[config.mk]
export PLATFORM = sky130hd
export DESIGN_NAME = apb3_requester
export DESIGN_NICKNAME = d
export VERILOG_FILES = /design/src/rtl/apb3_pkg.sv /design/src/rtl/apb3_addr_decode.sv /design/src/rtl/apb3_requester.sv
export SDC_FILE = /design/constraint.sdc
export NUM_CORES = 1
export LEC_CHECK = 0
export BUFFER_PORTS_ARGS = -buffer_cell sky130_fd_sc_hd__buf_2
export CORE_MARGIN = 4
export CORE_UTILIZATION = 50
export DETAILED_ROUTE_END_ITERATION = 8
export PLACE_DENSITY = 0.86
export SLEW_MARGIN = 5
export SYNTH_ARGS = -nofsm -noshare
export SYNTH_HDL_FRONTEND = slang
export SYNTH_HIERARCHICAL = 1
export SYNTH_SLANG_ARGS = --single-unit
[constraint.sdc]
create_clock -name pclk -period 2.2 [get_ports pclk]
set_input_delay 0.33 -clock pclk [delete_from_list [all_inputs] [get_ports pclk]]
set_output_delay 0.33 -clock pclk [all_outputs]
set_load 0.01 [all_outputs]
[src/rtl/apb3_pkg.sv]
// Shared types and constants for the APB3 requester and its address decoder.
// Build option: define APB_TIMEOUT_EN to bound the ACCESS-phase wait.
package apb3_pkg;

    typedef enum logic [1:0] {
        IDLE   = 2'd0,
        SETUP  = 2'd1,
        ACCESS = 2'd2
    } apb_state_t;

    localparam int NUM_SLV    = 2;
    localparam int DEF_ADDR_W = 32;
    localparam int DEF_DATA_W = 32;
    localparam int TMO_W      = 16;

    // Completer index as found in the top two address bits.
    localparam logic [1:0] SLV1 = 2'b00;
    localparam logic [1:0] SLV2 = 2'b01;

    // Decode table, one 2-bit index per completer, completer 1 in the low slot.
    localparam logic [NUM_SLV*2-1:0] SLV_MAP = {SLV2, SLV1};

endpackage

[src/rtl/apb3_addr_decode.sv]
// Combinational completer decode: top two address bits -> one-hot select plus
// an unmapped flag when no completer claims the address.
module apb3_addr_decode
    import apb3_pkg::*;
#(
    parameter int ADDR_W = DEF_ADDR_W
) (
    input  logic [ADDR_W-1:0]  addr,
    output logic [NUM_SLV-1:0] sel,
    output logic               unmapped
);

    logic [1:0] idx;
    logic       unused_addr_bits;

    assign idx = addr[ADDR_W-1:ADDR_W-2];

    genvar gi;
    generate
        for (gi = 0; gi < NUM_SLV; gi++) begin : g_sel
            assign sel[gi] = (idx == SLV_MAP[gi*2 +: 2]);
        end
    endgenerate

    assign unmapped = ~|sel;

    // Only the region bits matter here; the offset passes straight to paddr.
    assign unused_addr_bits = ^addr[ADDR_W-3:0];

endmodule

[src/rtl/apb3_requester.sv]
// APB3 requester: single commands in on valid/ready, SETUP/ACCESS on the bus,
// one-cycle response pulse out. Build option APB_TIMEOUT_EN bounds ACCESS.
module apb3_requester
    import apb3_pkg::*;
#(
    parameter int ADDR_W         = DEF_ADDR_W,
    parameter int DATA_W         = DEF_DATA_W,
    parameter int TIMEOUT_CYCLES = 16
) (
    input  logic              pclk,
    input  logic              preset,
    input  logic              req_valid,
    output logic              req_ready,
    input  logic              req_write,
    input  logic [ADDR_W-1:0] req_addr,
    input  logic [DATA_W-1:0] req_wdata,
    output logic              rsp_valid,
    output logic [DATA_W-1:0] rsp_rdata,
    output logic              rsp_err,
    output logic [ADDR_W-1:0] paddr,
    output logic              pwrite,
    output logic [DATA_W-1:0] pwdata,
    output logic              psel1,
    output logic              psel2,
    output logic              penable,
    input  logic              pready1,
    input  logic              pready2,
    input  logic [DATA_W-1:0] prdata1,
    input  logic [DATA_W-1:0] prdata2,
    input  logic              pslverr1,
    input  logic              pslverr2
);

    apb_state_t         state_reg;
    logic [ADDR_W-1:0]  paddr_reg;
    logic               pwrite_reg;
    logic [DATA_W-1:0]  pwdata_reg;
    logic [NUM_SLV-1:0] psel_reg;
    logic               penable_reg;
    logic               req_ready_reg;
    logic               rsp_valid_reg;
    logic [DATA_W-1:0]  rsp_rdata_reg;
    logic               rsp_err_reg;

    logic [NUM_SLV-1:0] dec_sel;
    logic               dec_unmapped;

    logic               sel_ready;
    logic               sel_slverr;
    logic [DATA_W-1:0]  sel_prdata;

    apb3_addr_decode #(
        .ADDR_W (ADDR_W)
    ) u_decode (
        .addr     (req_addr),
        .sel      (dec_sel),
        .unmapped (dec_unmapped)
    );

    // psel_reg is one-hot, so the completer-2 bit alone picks the return path.
    assign sel_ready  = psel_reg[1] ? pready2  : pready1;
    assign sel_slverr = psel_reg[1] ? pslverr2 : pslverr1;
    assign sel_prdata = psel_reg[1] ? prdata2  : prdata1;

`ifdef APB_TIMEOUT_EN
    localparam logic [TMO_W-1:0] TIMEOUT_LIMIT = TMO_W'(TIMEOUT_CYCLES);
    logic [TMO_W-1:0] tmo_cnt_reg;
    logic             tmo_hit;

    assign tmo_hit = (tmo_cnt_reg == TIMEOUT_LIMIT);
`else
    logic unused_timeout;
    assign unused_timeout = ^(TMO_W'(TIMEOUT_CYCLES));
`endif

    always_ff @(posedge pclk) begin
        if (preset) begin
            state_reg     <= IDLE;
            paddr_reg     <= '0;
            pwrite_reg    <= 1'b0;
            pwdata_reg    <= '0;
            psel_reg      <= '0;
            penable_reg   <= 1'b0;
            req_ready_reg <= 1'b0;
            rsp_valid_reg <= 1'b0;
            rsp_rdata_reg <= '0;
            rsp_err_reg   <= 1'b0;
`ifdef APB_TIMEOUT_EN
            tmo_cnt_reg   <= '0;
`endif
        end else begin
            rsp_valid_reg <= 1'b0;
            case (state_reg)
                IDLE: begin
                    if (req_valid && req_ready_reg) begin
                        req_ready_reg <= 1'b0;
                        if (dec_unmapped) begin
                            rsp_valid_reg <= 1'b1;
                            rsp_err_reg   <= 1'b1;
                            rsp_rdata_reg <= '0;
                        end else begin
                            paddr_reg  <= req_addr;
                            pwrite_reg <= req_write;
                            pwdata_reg <= req_write ? req_wdata : '0;
                            psel_reg   <= dec_sel;
                            state_reg  <= SETUP;
                        end
                    end else begin
                        // Also covers the response cycle: ready returns one cycle later.
                        req_ready_reg <= 1'b1;
                    end
                end

                SETUP: begin
                    penable_reg <= 1'b1;
                    state_reg   <= ACCESS;
`ifdef APB_TIMEOUT_EN
                    tmo_cnt_reg <= '0;
`endif
                end

                ACCESS: begin
                    if (sel_ready) begin
                        psel_reg      <= '0;
                        penable_reg   <= 1'b0;
                        state_reg     <= IDLE;
                        rsp_valid_reg <= 1'b1;
                        rsp_err_reg   <= sel_slverr;
                        rsp_rdata_reg <= (!pwrite_reg && !sel_slverr) ? sel_prdata : '0;
`ifdef APB_TIMEOUT_EN
                    end else if (tmo_hit) begin
                        psel_reg      <= '0;
                        penable_reg   <= 1'b0;
                        state_reg     <= IDLE;
                        rsp_valid_reg <= 1'b1;
                        rsp_err_reg   <= 1'b1;
                        rsp_rdata_reg <= '0;
                    end else begin
                        tmo_cnt_reg <= tmo_cnt_reg + 1'b1;
`endif
                    end
                end

                default: begin
                    psel_reg    <= '0;
                    penable_reg <= 1'b0;
                    state_reg   <= IDLE;
                end
            endcase
        end
    end

    assign req_ready = req_ready_reg;
    assign rsp_valid = rsp_valid_reg;
    assign rsp_rdata = rsp_rdata_reg;
    assign rsp_err   = rsp_err_reg;
    assign paddr     = paddr_reg;
    assign pwrite    = pwrite_reg;
    assign pwdata    = pwdata_reg;
    assign psel1     = psel_reg[0];
    assign psel2     = psel_reg[1];
    assign penable   = penable_reg;

endmodule

After elaboration in Yosys (flattened, before gate mapping):

Index checks and enable logic that the tools add are counted.

* equality and inequality tests: 7
* muxes and demuxes: 27
* bitwise gates (word level): 2
* reduce and logical (&&, ||, !) cells: 13

Operators with widths (number)
* 32-bit two-way mux: 6
* 32-bit case mux with 2 select lines: 1
* 2-bit case mux with 3 select lines: 2
* 1-bit two-way mux: 10
* 2-bit two-way mux: 5
* 4-bit AND reduction: 2
* 2-bit inequality test, second input constant: 3
* 3-bit AND reduction: 2
* 2-bit by 1-bit == test with 1-bit output, second input constant: 2
* 2-bit zero test: 2
* 1-bit case mux with 2 select lines: 2
* 1-bit case mux with 3 select lines: 1
* 2-bit == test, second input constant: 1
* 1-bit logical AND: 2
* 1-bit zero test: 2
* 2-bit by 1-bit inequality test with 1-bit output, second input constant: 1
* 1-bit NOT: 2
* 2-bit AND reduction: 1
* 2-bit nonzero test: 1
* 2-bit OR reduction: 1

* input port bits: 136
* register bits: 105
* output and inout bits: 103

Depth between registers and ports, before layout:

Gate-level depths: netlist (run 1).

* depth in word-level cells: 6
* depth in mapped cells: 7
* depth with buffers taken out: 3

Cells and area by module:

The synthesis (run 1) kept the hierarchy.

Modules (own cells, without submodules)
* apb3_requester: cells an instance 522, instances 1, area each 4860.9 um^2
* apb3_addr_decode: cells an instance 3, instances 1, area each 13.8 um^2

Worst setup path before layout (run 1):

Ideal clock, no wire load.

* kind: flip-flop to flip-flop
* from: register psel_reg[1]
* to: register rsp_err_reg, in the netlist rsp_err
* buffers on the path: 2
* data arrival time: 1.435 ns
* stages on the path, launching flop included: 6
* path slack: 0.642 ns
* setup time: 0.123 ns
* data required time: 2.077 ns
* cell sequence: dfxtp_1 buf_6 mux2_4 a22oi_2 buf_6 mux2_1

* cells in the longest elaborated chain, start to end: 3
* elaborated cells between the ends (all ways): 6
* classes of those cells: 1 x eq/ne; 4 x mux; 1 x reduce/logical

RTL lines
* from (decl): line apb3_requester.sv:38 `logic [NUM_SLV-1:0] psel_reg;`
* from (signal assigned): line apb3_requester.sv:105 `psel_reg <= dec_sel;`
* 1-bit two-way mux, on equally long branches: line apb3_requester.sv:61, apb3_requester.sv:62
* 2-bit inequality test (no source line) / 1-bit two-way mux (equally long branches)
* 4-bit AND reduction (no source line) / 1-bit case mux with 2 select lines (equally long branches)
* to (signal assigned): line apb3_requester.sv:128 `rsp_err_reg <= sel_slverr;`
* to (decl): line apb3_requester.sv:43 `logic rsp_err_reg;`

Parallel ways exist; a longest one is shown, timed or not. The select of a mux whose other input is x is not followed.
A chain may end at the register's enable or synchronous reset.

Worst setup path in the final report (run 1):

* from: register state_reg[0]
* to: register psel_reg[1]

* cells in the longest elaborated chain, start to end: 3
* elaborated cells between the ends (all ways): 9
* classes of those cells: 5 x eq/ne; 1 x mux; 1 x bitwise; 2 x reduce/logical

RTL lines
* from (decl): line apb3_requester.sv:34 `apb_state_t state_reg;`
* from (signal assigned): line apb3_requester.sv:78 `state_reg <= IDLE;`
* from (signal assigned): line apb3_requester.sv:106 `state_reg <= SETUP;`
* from (signal assigned): line apb3_requester.sv:116 `state_reg <= ACCESS;`
* 2-bit == test, or another cell as far along: line apb3_requester.sv:93 `case (state_reg)`
* 2-bit inequality test (no source line), or another cell as far along
* 4-bit AND reduction (no source line)

Parallel ways exist; a longest one is shown, timed or not.

==> results of run 1 <==
-- cell type report --
cell class,count,area (um2)
fill,771,3160
multi-input combinational,354,2420
sequential,105,2100
clock buffer,12,145
clock inverter,4,51.3
inverter,3,11.3
timing repair buffer,251,1320
tap,129,161
-- synthesized netlist by cell type --
cell	number	area, um2
buf_4	4	30.0
nand2b_1	34	213
a21oi_1	67	335
nor3_1	2	10.0
o21ai_0	66	330
o21a_1	1	7.51
o32ai_1	2	17.5
a2bb2oi_1	1	8.76
nor4bb_1	1	10.0
nand2_1	1	3.75
nand4b_1	32	280
nand3_1	33	165
nand4bb_1	1	11.3
mux2i_2	1	13.8
clkbuf_1	35	131
buf_6	4	45.0
buf_2	15	75.1
dfxtp_1	105	2100
buf_1	2	7.51
mux2_4	1	15.0
buf_12	3	60.1
nand4_1	32	200
nor2b_1	4	25.0
mux2_2	32	360
and4bb_4	1	16.3
a22oi_2	1	12.5
mux2i_1	33	330
inv_1	3	11.3
nor3b_2	1	12.5
nor2_1	6	22.5
mux2_1	1	11.3
-- metrics by stage --
stage	total power, uW	setup WS (ns)	area [um2]	hold slack [ns]
floorplan	2290	0.642	4870	0.478
CTS	3680	0.317	6210	0.194
detailed placement	2490	0.355	6010	0.464
global placement	2480	0.418	6010	0.455
finish	3650	0.313	6210	0.212
global route	3840	0.114	6210	0.191
-- worst min-delay path, cell delays in order --
cell     delay (ns)
buf_2          0.10
nand3_1        0.05
a21oi_1        0.05
-- how the worst min path moves through the flow --
stage | to | cells after the start
detailed placement | pwdata[23]$_SDFFE_PP0P_ | 2
finish | paddr[17]$_SDFFE_PP0P_ | 3
global route | paddr[17]$_SDFFE_PP0P_ | 3
CTS | paddr[14]$_SDFFE_PP0P_ | 3
global placement | pwdata[27]$_SDFFE_PP0P_ | 2
floorplan | paddr[0]$_SDFFE_PP0P_ | 2
-- metal layers --
metal | global-route usage [%] | vias to the layer above
met4 | 6.03 | 0
met2 | 40.7 | 231
met1 | 28.5 | 2236
met5 | 0 | -
met3 | 8.13 | 19
li1 | - | 2307
-- where the power goes --
group | leakage, uW | switching, uW | internal (uW)
registers | 0.000849 | 21.1 | 1940
logic | 0.00186 | 268 | 224
clock network | 0.0000970 | 643 | 562
-- logic make-up after synthesis --
| logic type | after synthesis | share of synthesized area (%) |
|---|---|---|
| flip-flops | 105 | 43.1 |
| AO/OA/AOI/OAI | 138 | 14.6 |
| buffers and inverters | 66 | 7.39 |
| AND/OR/NAND/NOR | 148 | 19.9 |
| multiplexers | 68 | 15.0 |
==> impl_metrics.tcl, run 1 <==
set metrics [dict create \
    power_density_nw_per_um2 588 \
    slew_headroom_pct 56.4 \
    dr.max_layer_used "met4" \
    wl_met1_um 5400 \
    antenna_cells 0 \
    startpoint "state_reg[0]$_SDFFE_PP0P_" \
    finalHoldViolCount 0 \
    instances_no_fill 858 \
    crit_cells 4 \
    fin_skew_ns 0.0156 \
    grt_pass1_vias 4657 \
    start_util_pct 52.0 \
    drive_above_1_share_pct 41.7 \
    crit_chain "and4bb_4, buf_4, nand2_1, o32ai_1" \
    ant_nets 0 \
    reg2reg_slack_ns 0.31 \
    dp_cells 842 \
    setup_tns_ns 0 \
    drtIter0Drc 303 \
    netlist_instances 525 \
    met2_length_um 6950 \
    dr_total_vias 4793 \
    hold_buffers 0 \
    cts.sink_count 105 \
    detail_route.wirelength_um 14100 \
    wl_met3_um 1480 \
    start_kind "register" \
    numCtsBuffers 9 \
    dp_hpwl_um 10100 \
    firstDrtPassIters 5 \
    syn_area_um2 4870 \
    synth_cell_types 31 \
    tightest_slew_ns 0.654 \
    layout_common_cells "buf_2 (237), dfxtp_1 (105), a21oi_1 (67)" \
    rsz0062_at_grt "no" \
    io-pin-count 239 \
    post_drt_wl_per_cell_um 16.4 \
    gp_congestion 0.778 \
    crit-reg2reg-launch "state_reg[0]$_SDFFE_PP0P_" \
    syn_avg_cell_area_um2 9.29 \
    ctsResizeCount 0 \
    critPathArrivalTime_ns 2.15 \
    required_ns 2.46 \
    clkLatencyLatePin_ns 0.36 \
    setup_viol 0 \
    clk_pin_slew_ns 0.10 \
    fp.dieW_um 107 \
    vias_per_cell 5.59 \
    fp.dieH_um 107 \
    max-vdd-ir-drop_uv 370 \
    area_delta_synth_final_pct 27.4 \
    layout_min_cycle_time_ns 1.89 \
    final_net_count 860 \
    io_buffers 238 \
    cts.htree.levels 3 \
    status "complete, no violations" \
    hold_start "req_addr[17]" \
    slowest_delay_ns 0.53 \
    cap_violations 0 \
    crit_end "psel_reg[1]$_SDFFE_PP0P_" \
    grt_antenna_before_repair 0 \
    dieArea_um2 11400 \
    synth_nets 661 \
    fin_crit_sh_pct 85.8 \
    yosysWarnings 6 \
    drc_errors 0 \
    utilization_pct 66.3 \
    synth-seq-cells 105 \
    worst-r2r-cell-count 4 \
    crit_buf_inv 1 \
    fmax_mhz 530 \
    synth-seq-area-share_pct 43.1 \
    power.leakage_uw 0.00280 \
    final_common_cell "buf_2" \
    crit_type "reg2reg" \
    min_path_type "in2reg" \
    cts_tree "yes" \
    rows 35 \
    drv_slew 0 \
    cts_root_buffer "clkbuf_8" \
    worstSetupEndpointType "register" \
    grt_overflow_total 0 \
    crit_fanout 66 \
    crit_family "simple AND/OR/NAND/NOR gates" \
    core_area_um2 9370 \
    postCtsSetupBuffers 0 \
    slowest_stage "buf_4" \
    clock_path_buffers 2 \
    grt_first_pass_wirelength_um 22400 \
    grt_max_degree 78 \
    r2r_end "psel_reg[1]$_SDFFE_PP0P_" \
    grt_use_total_pct 23.7 \
]
No activity file was read; power rests on OpenSTA's default activity.
==> run 2, diff against run 1 <==
- CORE_UTILIZATION: 50 -> 49
- PLACE_DENSITY: 0.86 -> 0.85
- SYNTH_HIERARCHICAL: 1 -> not set
==> run 2 against run 1 <==
Effect of this change: die area down 0.15%; flip-flop and latch count unchanged; critical endpoint is now rsp_rdata[9]$_SDFFE_PP0P_; clock-buffer cell count fell by 2; clock skew up 0.0026 ns; register-to-register slack got worse by 0.03 ns; maximum frequency is 1.3% lower; first-iteration DRC count down 30%; wire length is 0.23% higher; critical path type unchanged; hold slack worse by 0.0037 ns; combinational power decreased by 8.9%.
==> impl_metrics.tcl, run 2 <==
set metrics [dict create \
    layout_common_cells "buf_2 (237), dfxtp_1 (105), a21oi_1 (69)" \
    drv_slew 0 \
    dieArea_um2 11400 \
    layout_min_cycle_time_ns 1.91 \
    worstSetupEndpointType "register" \
    synth_nets 658 \
    cts.sink_count 105 \
    fmax_mhz 523 \
    firstDrtPassIters 5 \
    ys.flop_type "dfxtp_1" \
    yosysWarnings 0 \
    fp.dieH_um 107 \
    fin_ws_ns 0.288 \
    crit_type "reg2reg" \
    yosysTopAreaCellShare_pct 44.1 \
    grt_antenna_before_repair 1 \
    ant_nets 0 \
    yosys-top-cells-count "dfxtp_1 (105), a21oi_1 (69), o21ai_0 (65)" \
    utilization_pct 66.2 \
    syn_area_um2 4770 \
    cts.htree.levels 3 \
    synth_largest_area_cell "dfxtp_1" \
    rows 35 \
    setup_viol 0 \
    multi_input_area_um2 2400 \
    fin_skew_ns 0.0182 \
    dr_total_vias 4768 \
    synth_edf_count 0 \
    start_util_pct 50.9 \
    fin_crit_sh_pct 86.9 \
    fillers 796 \
    grt_use_total_pct 23.8 \
    area_delta_synth_final_pct 30.0 \
    cts_root_buffer "clkbuf_8" \
    power_density_nw_per_um2 566 \
    drtIter0Drc 211 \
    post-place-ws_ns 0.279 \
    cap_violations 0 \
    numCtsBuffers 9 \
    start_kind "register" \
    core_area_um2 9370 \
    clock_path_buffers 2 \
    drive_above_1_share_pct 42.2 \
    critPathArrivalTime_ns 2.19 \
    status "complete, no violations" \
    ctsResizeCount 0 \
    max-vdd-ir-drop_uv 358 \
    seqCellArea_um2 2100 \
    synth-seq-area-share_pct 44.1 \
    post_drt_wl_per_cell_um 16.5 \
    grt_pass1_vias 4567 \
    synth_cell_types 29 \
    synth-async-reset-ratio_pct 0 \
    postCtsSetupBuffers 0 \
    vias_per_cell 5.56 \
    rsz0062_at_grt "no" \
    cts_tree "yes" \
    netlist_instances 522 \
    power.leakage_uw 0.00282 \
    clk_pin_slew_ns 0.11 \
    final_net_count 858 \
    syn_avg_cell_area_um2 9.14 \
    finalHoldViolCount 0 \
    synth-seq-cells 105 \
    crit_fanout 26 \
    dp_hpwl_um 10300 \
    required_ns 2.48 \
    clkLatencyLatePin_ns 0.36 \
    detail_route.wirelength_um 14100 \
    setup_tns_ns 0 \
    totalPowerFinal_uw 3510 \
    grt_max_degree 60 \
    synth_area_leaders "dfxtp_1 (44%), mux2_2 (7.8%), a21oi_1 (7.2%)" \
    gp_congestion 0.765 \
    yosysMostFrequentCell "dfxtp_1" \
    grt_first_pass_wirelength_um 22100 \
    tightest_slew_ns 0.566 \
    io_buffers 238 \
    drc_errors 0 \
    grt_overflow_total 0 \
    hold_buffers 0 \
    min_path_type "in2reg" \
    slew_headroom_pct 62.3 \
    fp.dieW_um 107 \
    io-pin-count 239 \
    final_common_cell "buf_2" \
]
==> run 2: cell types whose count changed after synthesis, moves of 2 or more <==
cell,before,now
buf_2,15,11
nor2_1,6,2
inv_1,3,1
buf_12,3,0
a21oi_1,67,69
a211oi_1,0,2
buf_4,4,1
o32ai_1,2,0
nor3_1,2,4
clkbuf_1,35,47
==> run 2: per-stage QoR <==
stage,cells,hold slack [ns],cell area [um2]
3_5_place_dp,840,0.453,6020
5_1_grt,857,0.193,6200
3_3_place_gp,840,0.448,6020
2_1_floorplan,522,0.470,4770
6_report,857,0.208,6200
4_1_cts,856,0.189,6200
==> run 2: kinds of logic (layout without fill, tap and decap cells) <==
kind of cell / Yosys count / in the layout / synth area share (%)
and+or+nand+nor: 144 / 144 / 19.7
AOI/OAI and AO/OA: 141 / 141 / 15.2
DFF: 105 / 105 / 44.1
muxes: 67 / 67 / 14.9
buffers and inverters: 65 / 270 / 6.11
other: 0 / 1 / 0
==> run 2: final cells by class <==
| type | instances | area share [%] |
|---|---|---|
| Antenna cell | 1 | 0.0404 |
| Sequential cell | 105 | 33.9 |
| Tap cell | 129 | 2.60 |
| Timing Repair Buffer | 253 | 21.9 |
| Clock inverter | 6 | 0.807 |
| Inverter | 1 | 0.0605 |
| Multi-Input combinational cell | 352 | 38.6 |
| Clock buffer | 10 | 2.06 |
==> run 2: critical path, stage by stage, from the launching register on <==
cell and delay [ns]:
dfxtp_1 0.37, mux2i_1 0.39, a211o_2 0.35, buf_4 0.44
mux2i_1 0.27
==> run 2: layer usage <==
metal | part of all wire [%] | track usage (%) | up-vias
li1 | - | - | 2301
met1 | 39 | 27.9 | 2231
met2 | 49 | 40.7 | 207
met3 | 9.3 | 6.98 | 29
met4 | 2.6 | 9.32 | 0
met5 | 0 | 0 | -
==> run 2: power by group <==
group	internal, uW	switching [uW]
combinational	219	229
sequential	1930	18.4
clock	429	677
total	2580	924
==> run 2: path summary, 6_finish.rpt <==
check        depth (start not counted)  slack [ns]                   endpoint                      from
max                                  4        0.29  rsp_rdata[9]$_SDFFE_PP0P_  psel_reg[1]$_SDFFE_PP0P_
min                                  3        0.21     paddr[26]$_SDFFE_PP0P_              req_addr[26]
max reg2reg                          4        0.29  rsp_rdata[9]$_SDFFE_PP0P_  psel_reg[1]$_SDFFE_PP0P_
min reg2reg                          2        0.46     paddr[31]$_SDFFE_PP0P_    paddr[31]$_SDFFE_PP0P_
